--- config.mk ---
export PLATFORM = sky130hd
export DESIGN_NAME = ws2812_rom_streamer
export DESIGN_NICKNAME = d
export VERILOG_FILES = /design/src/rtl/ws2812_pkg.sv /design/src/rtl/ws2812_bit_tx.sv /design/src/rtl/ws2812_rom_streamer.sv
export SDC_FILE = /design/constraint.sdc
export NUM_CORES = 1
export LEC_CHECK = 0
export CAP_MARGIN = 20
export CELL_PAD_IN_SITES_DETAIL_PLACEMENT = 1
export CELL_PAD_IN_SITES_GLOBAL_PLACEMENT = 1
export CORE_UTILIZATION = 30
export DETAILED_ROUTE_END_ITERATION = 10
export PLACE_DENSITY = 0.67
export RECOVER_POWER = 25
export SETUP_SLACK_MARGIN = 0.02
export SLEW_MARGIN = 20
export SYNTH_ARGS = -nofsm -noshare
export SYNTH_HDL_FRONTEND = slang
export SYNTH_HIERARCHICAL = 1
export SYNTH_SLANG_ARGS = --single-unit
--- constraint.sdc ---
create_clock -name clk -period 10.3 [get_ports clk]
set_clock_uncertainty 0.15 [all_clocks]
set_input_delay 1.545 -clock clk [delete_from_list [all_inputs] [get_ports clk]]
set_output_delay 1.545 -clock clk [all_outputs]
set_load 0.02 [all_outputs]
--- src/rtl/ws2812_pkg.sv ---
// Shared definitions for the WS2812 ROM streamer: byte-FSM state encoding and
// clock-count derivation of the WS2812B bit and latch timings.
package ws2812_pkg;

    typedef enum logic [2:0] {
        IDLE,
        FETCH,
        LOAD,
        SHIFT,
        LATCH
    } state_t;

    // Nanoseconds to clock cycles, rounded to nearest.
    function automatic int unsigned ns_to_clks(input int unsigned clk_hz, input int unsigned ns);
        longint unsigned prod;
        prod = 64'(clk_hz) * 64'(ns) + 64'd500_000_000;
        return 32'(prod / 64'd1_000_000_000);
    endfunction

    function automatic int unsigned t0h_clks(input int unsigned clk_hz);
        return ns_to_clks(clk_hz, 400);
    endfunction

    function automatic int unsigned t1h_clks(input int unsigned clk_hz);
        return ns_to_clks(clk_hz, 800);
    endfunction

    function automatic int unsigned tbit_clks(input int unsigned clk_hz);
        return ns_to_clks(clk_hz, 1250);
    endfunction

    function automatic int unsigned tlatch_clks(input int unsigned clk_hz, input int unsigned latch_us);
        return ns_to_clks(clk_hz, latch_us * 1000);
    endfunction

endpackage

--- src/rtl/ws2812_bit_tx.sv ---
// WS2812B bit waveform generator: shifts one byte MSB first, each bit TBIT
// clocks, high for T1H (one) or T0H (zero) clocks. o_ready is high when idle
// or on the final clock of bit 0, so a load there continues with no gap.
module ws2812_bit_tx
    import ws2812_pkg::*;
#(
    parameter int unsigned CLK_HZ = 27_000_000
) (
    input  logic       clk,
    input  logic       reset_n,
    input  logic       i_load,
    input  logic [7:0] i_byte,
    output logic       o_ready,
    output logic       o_last_bit,
    output logic       o_dout
);
    localparam int unsigned TBIT = tbit_clks(CLK_HZ);
    localparam int unsigned T0H  = t0h_clks(CLK_HZ);
    localparam int unsigned T1H  = t1h_clks(CLK_HZ);
    localparam int unsigned CW   = (TBIT > 1) ? $clog2(TBIT) : 1;
    localparam logic [CW-1:0] CNT_MAX = CW'(TBIT - 1);
    localparam logic [CW-1:0] HI1     = CW'(T1H);
    localparam logic [CW-1:0] HI0     = CW'(T0H);

    logic          r_active;
    logic [CW-1:0] r_cnt;
    logic [2:0]    r_idx;
    logic [7:0]    r_sr;
    logic          r_dout;

    logic          w_active_n;
    logic [CW-1:0] w_cnt_n;
    logic [2:0]    w_idx_n;
    logic [7:0]    w_sr_n;
    logic          w_dout_n;

    assign o_ready    = !r_active || (r_idx == 3'd0 && r_cnt == CNT_MAX);
    assign o_last_bit = r_active && (r_idx == 3'd0);
    assign o_dout     = r_dout;

    // Next bit/clock position; the line level is derived from the next state
    // so the output is a clean register.
    always_comb begin
        w_active_n = r_active;
        w_cnt_n    = r_cnt;
        w_idx_n    = r_idx;
        w_sr_n     = r_sr;
        if (i_load && o_ready) begin
            w_active_n = 1'b1;
            w_cnt_n    = '0;
            w_idx_n    = 3'd7;
            w_sr_n     = i_byte;
        end else if (r_active) begin
            if (r_cnt == CNT_MAX) begin
                w_cnt_n = '0;
                if (r_idx == 3'd0) begin
                    w_active_n = 1'b0;
                end else begin
                    w_idx_n = r_idx - 3'd1;
                end
            end else begin
                w_cnt_n = r_cnt + 1'b1;
            end
        end
        w_dout_n = w_active_n && (w_cnt_n < (w_sr_n[w_idx_n] ? HI1 : HI0));
    end

    // Bit counter, byte and output line registers.
    always_ff @(posedge clk) begin
        if (!reset_n) begin
            r_active <= 1'b0;
            r_cnt    <= '0;
            r_idx    <= '0;
            r_sr     <= '0;
            r_dout   <= 1'b0;
        end else begin
            r_active <= w_active_n;
            r_cnt    <= w_cnt_n;
            r_idx    <= w_idx_n;
            r_sr     <= w_sr_n;
            r_dout   <= w_dout_n;
        end
    end

endmodule

--- src/rtl/ws2812_rom_streamer.sv ---
// Streams a frame of 3*NUM_LEDS GRB bytes from a synchronous ROM to a WS2812B
// chain, then holds the line low for the latch time.
// Define WS2812_LOOP_EN for continuous refresh: each latch end restarts the
// frame at the latched base address until reset.
module ws2812_rom_streamer
    import ws2812_pkg::*;
#(
    parameter int unsigned CLK_HZ   = 27_000_000,
    parameter int unsigned NUM_LEDS = 64,
    parameter int unsigned LATCH_US = 300
) (
    input  logic        clk,
    input  logic        reset_n,
    input  logic        start,
    input  logic [10:0] base_addr,
    output logic [10:0] rom_ad,
    output logic        rom_ce,
    output logic        rom_oce,
    input  logic [7:0]  rom_dout,
    output logic        led_dout,
    output logic        busy,
    output logic        done
);
    localparam int unsigned TLATCH = tlatch_clks(CLK_HZ, LATCH_US);
    localparam int unsigned TW     = (TLATCH > 1) ? $clog2(TLATCH) : 1;
    localparam logic [TW-1:0] TMR_MAX   = TW'(TLATCH - 1);
    localparam logic [11:0]   CNT_TOTAL = 12'(3 * NUM_LEDS);

    state_t        r_state;
    state_t        w_state_n;
    logic [10:0]   r_base;
    logic [11:0]   r_cnt;      // bytes fetched so far in this frame
    logic [7:0]    r_byte;
    logic          r_full;     // r_byte holds a fetched byte not yet handed to the bit generator
    logic [TW-1:0] r_timer;
    logic          r_busy;
    logic          r_done;

    logic          w_tx_load;
    logic          w_tx_ready;
    logic          w_tx_last_bit;
    logic          w_latch_end;

    assign rom_ce   = (r_state == FETCH);
    assign rom_oce  = rom_ce;
    assign rom_ad   = rom_ce ? (r_base + r_cnt[10:0]) : '0;
    assign busy     = r_busy;
    assign done     = r_done;

    ws2812_bit_tx #(
        .CLK_HZ(CLK_HZ)
    ) u_bit_tx (
        .clk        (clk),
        .reset_n    (reset_n),
        .i_load     (w_tx_load),
        .i_byte     (r_byte),
        .o_ready    (w_tx_ready),
        .o_last_bit (w_tx_last_bit),
        .o_dout     (led_dout)
    );

    // Byte FSM: the next byte is fetched while bit 0 of the current one is on
    // the line and handed over on the bit generator's final clock.
    always_comb begin
        w_state_n   = r_state;
        w_tx_load   = 1'b0;
        w_latch_end = 1'b0;
        case (r_state)
            IDLE:  if (start) w_state_n = FETCH;
            FETCH: w_state_n = LOAD;
            LOAD:  w_state_n = SHIFT;
            SHIFT: begin
                if (r_full) begin
                    w_tx_load = w_tx_ready;
                end else if (r_cnt != CNT_TOTAL) begin
                    if (w_tx_last_bit) w_state_n = FETCH;
                end else if (w_tx_ready) begin
                    w_state_n = LATCH;
                end
            end
            LATCH: begin
                if (r_timer == TMR_MAX) begin
                    w_latch_end = 1'b1;
`ifdef WS2812_LOOP_EN
                    w_state_n = FETCH;
`else
                    w_state_n = IDLE;
`endif
                end
            end
            default: w_state_n = IDLE;
        endcase
    end

    // State register and frame datapath.
    always_ff @(posedge clk) begin
        if (!reset_n) begin
            r_state <= IDLE;
            r_base  <= '0;
            r_cnt   <= '0;
            r_byte  <= '0;
            r_full  <= 1'b0;
            r_timer <= '0;
            r_busy  <= 1'b0;
            r_done  <= 1'b0;
        end else begin
            r_state <= w_state_n;
            r_done  <= w_latch_end;
            case (r_state)
                IDLE: begin
                    if (start) begin
                        r_base  <= base_addr;
                        r_cnt   <= '0;
                        r_timer <= '0;
                        r_busy  <= 1'b1;
                    end
                end
                FETCH: r_cnt <= r_cnt + 12'd1;
                LOAD: begin
                    r_byte <= rom_dout;
                    r_full <= 1'b1;
                end
                SHIFT: if (w_tx_load) r_full <= 1'b0;
                LATCH: begin
                    if (w_latch_end) begin
                        r_timer <= '0;
                        r_cnt   <= '0;
`ifdef WS2812_LOOP_EN
                        r_busy  <= 1'b1;
`else
                        r_busy  <= 1'b0;
`endif
                    end else begin
                        r_timer <= r_timer + 1'b1;
                    end
                end
                default: ;
            endcase
        end
    end

endmodule

# After elaboration in Yosys (flattened, before gate mapping)
# Cells that the tools add are included.
# Widths: inputs -> output; s select.
dict set report classes {
  addsub 5
  n_lt_le_gt_ge 2
  eq_ne 14
  n_mux 38
  reduce_logical 17
}
# operator n
set ops {}
lappend ops {{$pmux 12 s3} 1}
lappend ops {{$mux 3} 10}
lappend ops {{$mux 13} 2}
lappend ops {{$pmux 13 s2} 1}
lappend ops {{$mux 12} 2}
lappend ops {{$mux 6} 3}
lappend ops {{$pmux 3 s5} 1}
lappend ops {{$add 13x1->13 const B} 1}
lappend ops {{$eq 13x13->1 const B} 1}
lappend ops {{$add 12x1->12 const B} 1}
lappend ops {{$mux 1} 12}
lappend ops {{$ne 12x8->1 const B} 1}
lappend ops {{$add 11x11->11} 1}
lappend ops {{$mux 11} 1}
lappend ops {{$mux 8} 1}
lappend ops {{$ne 2x2->1 const B} 4}
lappend ops {{$add 6x1->6 const B} 1}
lappend ops {{$eq 3x2->1 const B} 2}
lappend ops {{$eq 6x6->1 const B} 1}
lappend ops {{$logic_not 3->1} 2}
lappend ops {{$lt 6x6->1} 1}
lappend ops {{$ne 3x2->1 const B} 2}
lappend ops {{$reduce_and 2->1} 3}
lappend ops {{$reduce_and 3->1} 2}
lappend ops {{other kinds (14)} 19}
dict set report word_totals {
  regBits 69
  input_bits 22
  word_cells 89
}

# Logic depth before layout (Yosys ltp)
# Gate-level depths: netlist of the first run.
dict set report depth {
  word_depth 12
  ltp_mapped 20
  mapped_depth_nobuf 19
}

# By module
# Netlist of the first run, hierarchy kept.
# module instances cells_per_inst area_per_inst_um2 seq_area_each_um2
set by_module_without_submodules {}
lappend by_module_without_submodules {ws2812_rom_streamer 1 333 2730.1 1001.0}
lappend by_module_without_submodules {ws2812_bit_tx 1 138 1148.6 380.4}

# Worst setup path before layout of the first run
# OpenSTA, ideal clock, no wires.
dict set report synth_timing {
  kind {flip-flop to output port}
  startpoint {register r_cnt[0] (netlist name)}
  endpoint {output port rom_ad[8]}
  arrival_time_ns 2.271
  t_required_ns 8.605
  slack_ns 6.334
  path_stages_with_launch 8
  cell_sequence {dfxtp_1 -> ha_1 -> fa_1 -> a211oi_1 -> nor4_1 -> a2111oi_0 -> xor2_1 -> nor2_1}
}
# item line_no
set synth_lines {}
lappend synth_lines {{end: declaration} ws2812_rom_streamer.sv:16} ;# output logic [10:0] rom_ad,

==> results.ini, run 1 <==
[clock_tree]
cts-buffers-inserted = 9
clock_sinks = 69
clk_transition_reported_paths_ps = 60
post_cts_resize_count = 0
insertion_delay_ps = 340
post_cts_buffers = 0
cts_max_path_buffers = 2
clock-root-buffer = clkbuf_16
cts_hold_buf = 0
tritoncts = built
cts-htree-levels = 3

[placed_design]
place_hpwl_um = 7896
dp_worst_setup_slack_ps = 5682
io_buffer_count = 37
detailed_place.area_sq_um = 4359
finalWeightedCongestion = 0.8379

[global_route]
grt_antenna_before_repair = 0
groute.usage.overall = 0.1721
grt_pass1_vias = 3653
overflow = 0
grt_start_max_net_pins = 31
grt_first_pass_wirelength_um = 17910

[timing]
slew_headroom = 0.3070
max_slew.worst_pin.slew_ps = 1038
period_share = 0.4819
timing.final.crit_period_ps = 4963
setup-tns-final_ps = 0
final.setup.worst_slack_ps = 5337
final_hold_viol_count = 0
rsz0062_at_grt = no
achievable-frequency_ghz = 0.2015
slew_violations = 0
setup_viol = 0

[synth]
synth_mux_area_frac = 0.03645
ys_seq_elements = 69
synth_area_leader_cell = dfxtp_1
synth_top_area_share = 0.3561
post_synth_xor_area_fraction = 0.05419
netlist_top_cells_area = dfxtp_1 36%, ha_1 6.5%, nor2_1 6.0%, nand2_1 5.8%, a21oi_1 5.3%
synth_most_common_cell = dfxtp_1
yosys.area_share.adder = 0.06968
synth_flop_cell = dfxtp_1
synth_warnings = 6
ys_seq_area_frac = 0.3561
synthArstFlopShare = 0
synth_compound_gate_area_share = 0.1616
syn-num-nets = 514
postSynthCellCount = 471
netlist_area_sq_um = 3879
yosys-top-cells-count = 69 x dfxtp_1, 62 x nor2_1, 60 x nand2_1
main_combinational_cell_family_by_area_after_synthesis = simple AND/OR/NAND/NOR gates
synth-edff-count = 0
avgSynthCellArea_sq_um = 8.235
synth_simple_gate_area_share = 0.2739
number_of_distinct_library_cells_after_synthesis = 66

[die]
die-height_um = 115.7
dieWidth_um = 115.7
die_area_sq_um = 13390
fp-row-count = 41
floorplan.initialDensity = 0.3074
floorplan.core_area_sq_um = 12620
boundaryPins = 38

[power_and_ir_drop]
power.ir.vdd_worst_mv = 0.1060
leakagePower_nw = 1.688
fin_total_pwr_uw = 672.4
pwr_density_cell_nw_per_um2 = 143.8

[final_layout]
postLayoutCellArea_sq_um = 4676
antennaDiodeCount = 0
final_core_utilization = 0.3705
post_route_cells_drive_above_1_share = 0.06706
nNetsFinal = 545
syn2layout_area_growth_pct = 20.55

[detailed_routing]
route.antenna.remaining_nets = 0
drcViolationCount = 0
drt-total-wl_um = 10680
drt_first_iter_violations = 107
drtPass1Iterations = 4
routed-via-count = 3473
drt-vias-per-instance = 5.115
route.detailed.wl_per_inst_um = 15.73

[min_path]
hold_path_depth = 2
hold_class = reg -> reg
worst_hold_startpoint = u_bit_tx/r_sr[4]
worst_hold_path.endpoint = u_bit_tx/r_sr[4]

[critical_path]
critical_path_required_ps = 8610
setup.reg_to_reg.worst_slack_ps = 5730
r2r.worst_path.cells = 19
worst_r2r_startpoint = u_bit_tx/r_cnt[0]
arrival_ps = 3270
critical_path_peak_fanout = 7
start_kind = flop
worstSetupEndpointType = primary output
worstSetupPathType = reg -> out
reg2reg_to = u_bit_tx/o_dout

[outcome]
status = finished clean

[job]
maxCapViolCount = 0

==> cell type report <==
type,count,area (sq um)
Fill cell,1539,7944
Multi-Input combinational cell,368,2322
Sequential cell,69,1381
Timing Repair Buffer,40,389.1
Clock buffer,9,225.2
Tap cell,172,215.2
Clock inverter,7,90.09
Inverter,14,52.55
==> report_power, final <==
group	switching (mW)	internal, mW
Clock	0.120	0.210
Combinational	0.0352	0.0254
Sequential	0.00732	0.274
Total	0.163	0.510
==> state kept, by name, indices dropped and copies added, names as in the netlist <==
register           flops
busy                   1
r_full                 1
r_timer               13
r_byte                 8
r_state                3
r_base                11
done                   1
r_cnt                 12
u_bit_tx/r_sr          8
u_bit_tx/r_idx         3
u_bit_tx/r_active      1
u_bit_tx/r_cnt         6
u_bit_tx/o_dout        1
==> cells by family after synthesis <==
group	Yosys count
AND/OR/NAND/NOR	212
AO/OA/AOI/OAI	98
flip-flops	69
buffers and inverters	34
XOR/XNOR	24
adder cells (fa/ha/maj)	21
multiplexers	13
==> routing by layer <==
metal / part of all wire / GRT usage / wire [um]
met2: 0.48 / 0.2922 / 5082
met3: 0.040 / 0.03556 / 424
met5: 0 / 0 / 0
met4: 0.017 / 0.07521 / 182
met1: 0.47 / 0.2108 / 4988
==> cell usage in the layout (no fill, tap or decap), types with 3 or more instances in the layout <==
cell and instances:
dlygate4sd3_1 4, clkinv_2 3, or3_1 5, xor2_1 11, nand3_1 13, a21oi_1 41
inv_1 14, o21ai_0 19, clkbuf_16 9, mux2i_1 10, and2_1 5, nor4b_1 3
nor2_1 62, and2_0 5, xnor2_1 13, nor3_1 16, nand2_1 60, ha_1 20
dfxtp_1 69, nor4_1 9, a211oi_1 7, nand2b_1 4, nand4_1 11, clkdlybuf4s50_1 33
==> through the flow <==
step | hold slack (ps) | std cells
2_1_floorplan | 281.2 | 471
3_3_place_gp | 297.9 | 663
3_5_place_dp | 304.9 | 663
4_1_cts | 312.6 | 679
5_1_grt | 331.3 | 679
6_report | 306.1 | 679
==> worst max-delay path: stages (launching register included) <==
cell and delay [ps]:
dfxtp_1 370, ha_1 260, fa_1 430, a211oi_1 460, nor4_1 100, a2111oi_0 480
xor2_1 120, nor2_1 110, clkdlybuf4s50_1 610
==> worst max path at each step <==
stage,cells past startpoint,endpoint,start,slack (ps)
floorplan,7,rom_ad[8],r_cnt[0],6330
detailed placement,8,rom_ad[8],r_cnt[0],5680
global placement,8,rom_ad[8],r_cnt[0],5720
finish,8,rom_ad[8],r_cnt[0],5340
CTS,8,rom_ad[8],r_cnt[0],5310
global route,8,rom_ad[8],r_cnt[0],5050
Note: power is estimated with default switching activity, not from simulation.
==> inputs of run 2 (changes only) <==
--- a/config.mk
+++ b/config.mk
@@ -10,7 +10,7 @@
 export CELL_PAD_IN_SITES_GLOBAL_PLACEMENT = 1
 export CORE_UTILIZATION = 30
 export DETAILED_ROUTE_END_ITERATION = 10
-export PLACE_DENSITY = 0.67
+export PLACE_DENSITY = 0.69
 export RECOVER_POWER = 25
 export SETUP_SLACK_MARGIN = 0.02
 export SLEW_MARGIN = 20
==> constraint.sdc (replaced) <==
create_clock -name clk -period 4.5 [get_ports clk]
set_clock_uncertainty 0.15 [all_clocks]
set_input_delay 0.675 -clock clk [delete_from_list [all_inputs] [get_ports clk]]
set_output_delay 0.675 -clock clk [all_outputs]
set_load 0.02 [all_outputs]
==> run 2 against run 1 <==
Clock power increased by 140%. Routed wire length up 0.79%. First-iteration DRC count shrank 10%. Sequential share of layout area is 0.15 points lower. Design area up 0.51%. Setup slack worse by 5000 ps. Sequential power grew 130%. Cell count up 0.15%. Combinational power up 130%. Count of clock-buffer cells in the layout rose by 3. Sequential cell count did not move. Critical endpoint unchanged.
==> results.ini, run 2 (synthesis results as in run 1) <==
[clock_tree]
post_cts_buffers = 0
clock-root-buffer = clkbuf_16
cts-htree-levels = 3
tritoncts = built
cts-buffers-inserted = 9
insertion_delay_ps = 340
clk_transition_reported_paths_ps = 60
cts_max_path_buffers = 2
clock_sinks = 69

[die]
boundaryPins = 38
dieWidth_um = 115.7
die_area_sq_um = 13390
die-height_um = 115.7
floorplan.core_area_sq_um = 12620
floorplan.initialDensity = 0.3074
fp-row-count = 41

[detailed_routing]
route.detailed.wl_per_inst_um = 15.83
drtPass1Iterations = 4
routed-via-count = 3506
route.antenna.remaining_nets = 0
drt-total-wl_um = 10760
drcViolationCount = 0
drt_first_iter_violations = 96
drt-vias-per-instance = 5.156

[final_layout]
postLayoutCellArea_sq_um = 4700
post_route_cells_drive_above_1_share = 0.07087
layout.cells.most_common_list = 69 x dfxtp_1, 62 x nor2_1, 60 x nand2_1, 41 x a21oi_1, 33 x clkdlybuf4s50_1
syn2layout_area_growth_pct = 21.16
nNetsFinal = 546
antennaDiodeCount = 0
final_common_cell = dfxtp_1
largest_registers = r_timer (13), r_cnt (12), r_base (11)
largest_register_ffs = 13
regMostFlops = r_timer
final_core_utilization = 0.3724
fill_cells = 1556

[critical_path]
worstSetupEndpointType = primary output
critical_path.cell_chain = ha_1, fa_1, a211oi_1, nor4_1, a2111oi_0, xor2_1, nor2_1, clkdlybuf4s50_1
critPathMaxStageDelay_ps = 610
arrival_ps = 3330
cpMaxStageDelayCell = clkdlybuf4s50_1
start_kind = flop
worstSetupPathType = reg -> out
critical_path_required_ps = 3670
critical_path_peak_fanout = 7

[timing]
setup_viol = 0
achievable-frequency_ghz = 0.2406
slew_violations = 0
final_hold_viol_count = 0
period_share = 0.9235
max_slew.worst_pin.slew_ps = 1044
finalHoldWorstSlack_ps = 298.0
setup-tns-final_ps = 0
timing.final.crit_period_ps = 4156
slew_headroom = 0.3032
rsz0062_at_grt = no

[global_route]
grt_antenna_before_repair = 0
grt_first_pass_wirelength_um = 17650
groute.usage.overall = 0.1690
overflow = 0
grt_start_max_net_pins = 31
grt_pass1_vias = 3531

[power_and_ir_drop]
pwr_density_cell_nw_per_um2 = 333.5
power.ir.vdd_worst_mv = 0.1668
leakagePower_nw = 1.713
fin_total_pwr_mw = 1.567

[outcome]
status = finished clean

[job]
maxCapViolCount = 0

[placed_design]
io_buffer_count = 37
place_hpwl_um = 7664
finalWeightedCongestion = 0.8630
detailed_place.area_sq_um = 4367

[min_path]
hold_class = reg -> reg

run 2: per-stage QoR:
step	std cells	setup slack, ps
3_5_place_dp	664	402.0
3_3_place_gp	664	626.8
4_1_cts	680	351.2
6_report	680	344.3
5_1_grt	680	148.3
2_1_floorplan	471	752.7
run 2: worst paths after layout:
kind | end | start | depth (start not counted) | slack [ps]
setup / recovery | rom_ad[8] | r_cnt[0] | 8 | 340
hold / removal | u_bit_tx/r_sr[2] | r_byte[2] | 2 | 300
setup reg to reg | u_bit_tx/o_dout | u_bit_tx/r_cnt[1] | 19 | 450
hold reg to reg | u_bit_tx/r_sr[2] | r_byte[2] | 2 | 300
run 2: final cells by class:
type / count / area (sq um) / share of cell area
inverter: 14 / 52.55 / 0.01118
sequential: 69 / 1381 / 0.2939
clock inverter: 4 / 70.07 / 0.01491
timing repair buffer: 41 / 400.4 / 0.08520
clock buffer: 12 / 256.5 / 0.05458
tap: 172 / 215.2 / 0.04579
multi-input combinational: 368 / 2323 / 0.4944
run 2: metal layers:
| layer | part of all wire | vias to the layer above | wire [um] | GRT usage |
|---|---|---|---|---|
| li1 | - | 1744 | - | - |
| met1 | 0.50 | 1693 | 5347 | 0.2195 |
| met2 | 0.46 | 55 | 4960 | 0.2822 |
| met3 | 0.025 | 14 | 272 | 0.01987 |
| met4 | 0.017 | 0 | 182 | 0.07521 |
| met5 | 0 | - | 0 | 0 |
run 2: worst max-delay path, delay by kind of cell (launching register included):
family,cells,cell delay [ps]
adder cells (fa/ha/maj),2,690
AO/OA/AOI/OAI,2,950
buffers and inverters,1,610
flip-flops,1,400
AND/OR/NAND/NOR,2,220
XOR/XNOR,1,130
run 2: where the power goes:
group,switching (mW),internal [mW]
clock,0.269,0.514
combinational,0.0812,0.0580
sequential,0.0188,0.627
total,0.368,1.20
run 2: repair_timing:
item                                    CTS  global route
resized for setup                         0             1
endpoints found under the setup margin    0             1
hold buffers                              0             0
==> inputs of run 3 (changes only) <==
--- a/config.mk
+++ b/config.mk
@@ -9,9 +9,9 @@
 export CELL_PAD_IN_SITES_DETAIL_PLACEMENT = 1
 export CELL_PAD_IN_SITES_GLOBAL_PLACEMENT = 1
 export CORE_UTILIZATION = 30
+export CTS_BUF_LIST = sky130_fd_sc_hd__clkbuf_4 sky130_fd_sc_hd__clkbuf_8
 export DETAILED_ROUTE_END_ITERATION = 10
 export PLACE_DENSITY = 0.69
-export RECOVER_POWER = 25
 export SETUP_SLACK_MARGIN = 0.02
 export SLEW_MARGIN = 20
 export SYNTH_ARGS = -nofsm -noshare
==> run 3 against run 2 <==
Sequential cell count stayed put. Design area down 2.1%. Highest routed layer unchanged. Non-clock buffer count unchanged. Register-to-register slack barely moved. Maximum frequency decreased by 0.17%. Setup slack lost 7.3 ps. Cell count unchanged. Clock power is 25% lower. Critical endpoint unchanged.
==> results.ini, run 3 (synthesis results as in run 1) <==
[clock_tree]
cts_max_path_buffers = 2
tritoncts = built
insertion_delay_ps = 340
clk_transition_reported_paths_ps = 80
clock-root-buffer = clkbuf_8
post_cts_buffers = 0
clock_sinks = 69
cts-buffers-inserted = 9
cts-htree-levels = 3

[min_path]
hold_path_depth = 2
worst_hold_path.endpoint = u_bit_tx/r_sr[2]
hold_class = reg -> reg
worst_hold_startpoint = r_byte[2]

[die]
fp-row-count = 41
floorplan.initialDensity = 0.3074
die-height_um = 115.7
boundaryPins = 38
dieWidth_um = 115.7
die_area_sq_um = 13390
floorplan.core_area_sq_um = 12620

[critical_path]
worstSetupPathType = reg -> out
critPathMaxStageDelay_ps = 610
worst_r2r_startpoint = u_bit_tx/r_cnt[1]
setup.reg_to_reg.worst_slack_ps = 460
cpMaxStageDelayCell = clkdlybuf4s50_1
arrival_ps = 3340
start_kind = flop
worstSetupEndpointType = primary output
critical_path_peak_fanout = 7
critical_path.cell_chain = ha_1, fa_1, a211oi_1, nor4_1, a2111oi_0, xor2_1, nor2_1, clkdlybuf4s50_1
critical_path_required_ps = 3670
r2r.worst_path.cells = 19
reg2reg_to = u_bit_tx/o_dout

[detailed_routing]
drt_first_iter_violations = 119
drt-total-wl_um = 10540
drcViolationCount = 0
routed-via-count = 3493
drtPass1Iterations = 4
route.antenna.remaining_nets = 0
route.detailed.wl_per_inst_um = 15.50
drt-vias-per-instance = 5.137

[final_layout]
syn2layout_area_growth_pct = 18.65
regMostFlops = r_timer
largest_register_ffs = 13
stdcell_count = 680
post_route_cells_drive_above_1_share = 0.07283
largest_registers = r_timer (13), r_cnt (12), r_base (11)
nNetsFinal = 546
fill_cells = 1562
layout.cells.most_common_list = 69 x dfxtp_1, 62 x nor2_1, 60 x nand2_1, 41 x a21oi_1, 37 x clkdlybuf4s50_1
final_core_utilization = 0.3647
antennaDiodeCount = 0
final_common_cell = dfxtp_1

[timing]
timing.final.crit_period_ps = 4163
slew_headroom = 0.3165
rsz0062_at_grt = no
final.setup.worst_slack_ps = 337.0
finalHoldWorstSlack_ps = 301.7
max_slew.worst_pin.slew_ps = 1024
setup-tns-final_ps = 0
achievable-frequency_ghz = 0.2402
final_hold_viol_count = 0
setup_viol = 0
slew_violations = 0
period_share = 0.9251

[placed_design]
place_hpwl_um = 7664
io_buffer_count = 37
dp_worst_setup_slack_ps = 402.0
finalWeightedCongestion = 0.8630
place.detailed.instances = 664

[job]
maxCapViolCount = 0

[power_and_ir_drop]
pwr_density_cell_nw_per_um2 = 298.0
power.ir.vdd_worst_mv = 0.1952
leakagePower_nw = 1.661

[global_route]
overflow = 0
groute.usage.overall = 0.1650
grt_first_pass_wirelength_um = 17480
grt_start_max_net_pins = 31
grt_pass1_vias = 3526
grt_antenna_before_repair = 0

[outcome]
status = finished clean

run 3: cell count changes in the layout (fill, tap and decap cells not counted):
| cell | previous run | this run |
|---|---|---|
| dlygate4sd3_1 | 4 | 0 |
| clkbuf_4 | 0 | 1 |
| clkdlybuf4s50_1 | 33 | 37 |
| clkbuf_16 | 9 | 0 |
| clkbuf_1 | 1 | 0 |
| clkbuf_8 | 2 | 11 |
run 3: metrics by stage:
step	instance area [sq um]	power, mW
global route	4602	1.432
detailed placement	4367	0.7991
floorplan	3879	0.7427
global placement	4367	0.7945
finish	4602	1.371
CTS	4596	1.385
run 3: cell type report:
cell class              instances  area [sq um]  area share
clock buffers                  12         158.9     0.03453
inverters                      14         52.55     0.01142
clock inverters                 4         70.07     0.01523
flip-flops and latches         69          1381      0.3002
repair buffers                 41         400.4     0.08700
multi-input cells             368          2323      0.5049
well taps                     172         215.2     0.04676
run 3: worst max path at each step:
stage                       to  slack, ps  cells past startpoint               from
2_1_floorplan  u_bit_tx/o_dout        750                     19  u_bit_tx/r_cnt[0]
3_3_place_gp   u_bit_tx/o_dout        630                     19  u_bit_tx/r_cnt[0]
3_5_place_dp   u_bit_tx/o_dout        400                     19  u_bit_tx/r_cnt[0]
4_1_cts        u_bit_tx/o_dout        360                     19  u_bit_tx/r_cnt[0]
5_1_grt              rom_ad[8]        160                      8           r_cnt[0]
6_report             rom_ad[8]        340                      8           r_cnt[0]
run 3: layer usage:
| layer | part of all wire | routed length [um] | up-vias | global-route usage |
|---|---|---|---|---|
| met5 | 0 | 0 | - | 0 |
| met3 | 0.028 | 300 | 6 | 0.02667 |
| met1 | 0.50 | 5304 | 1694 | 0.2183 |
| li1 | - | - | 1732 | - |
| met2 | 0.46 | 4843 | 61 | 0.2766 |
| met4 | 0.0084 | 89 | 0 | 0.04872 |
run 3: where the power goes:
group | internal, mW | switching [mW]
clock network | 0.347 | 0.240
registers | 0.626 | 0.0185
logic | 0.0585 | 0.0810
run 3: worst max-delay path: cells and delay by family (launching register included):
family	cells	cell delay, ps
simple gates	2	220
buf+inv	1	610
compound gates	2	950
fa+ha+maj	2	700
flops	1	400
xor+xnor	1	130
run 3: repair_timing:
item	4_1_cts	5_1_grt
hold buffers	0	0
resized for setup	0	1
endpoints found under the setup margin	0	1
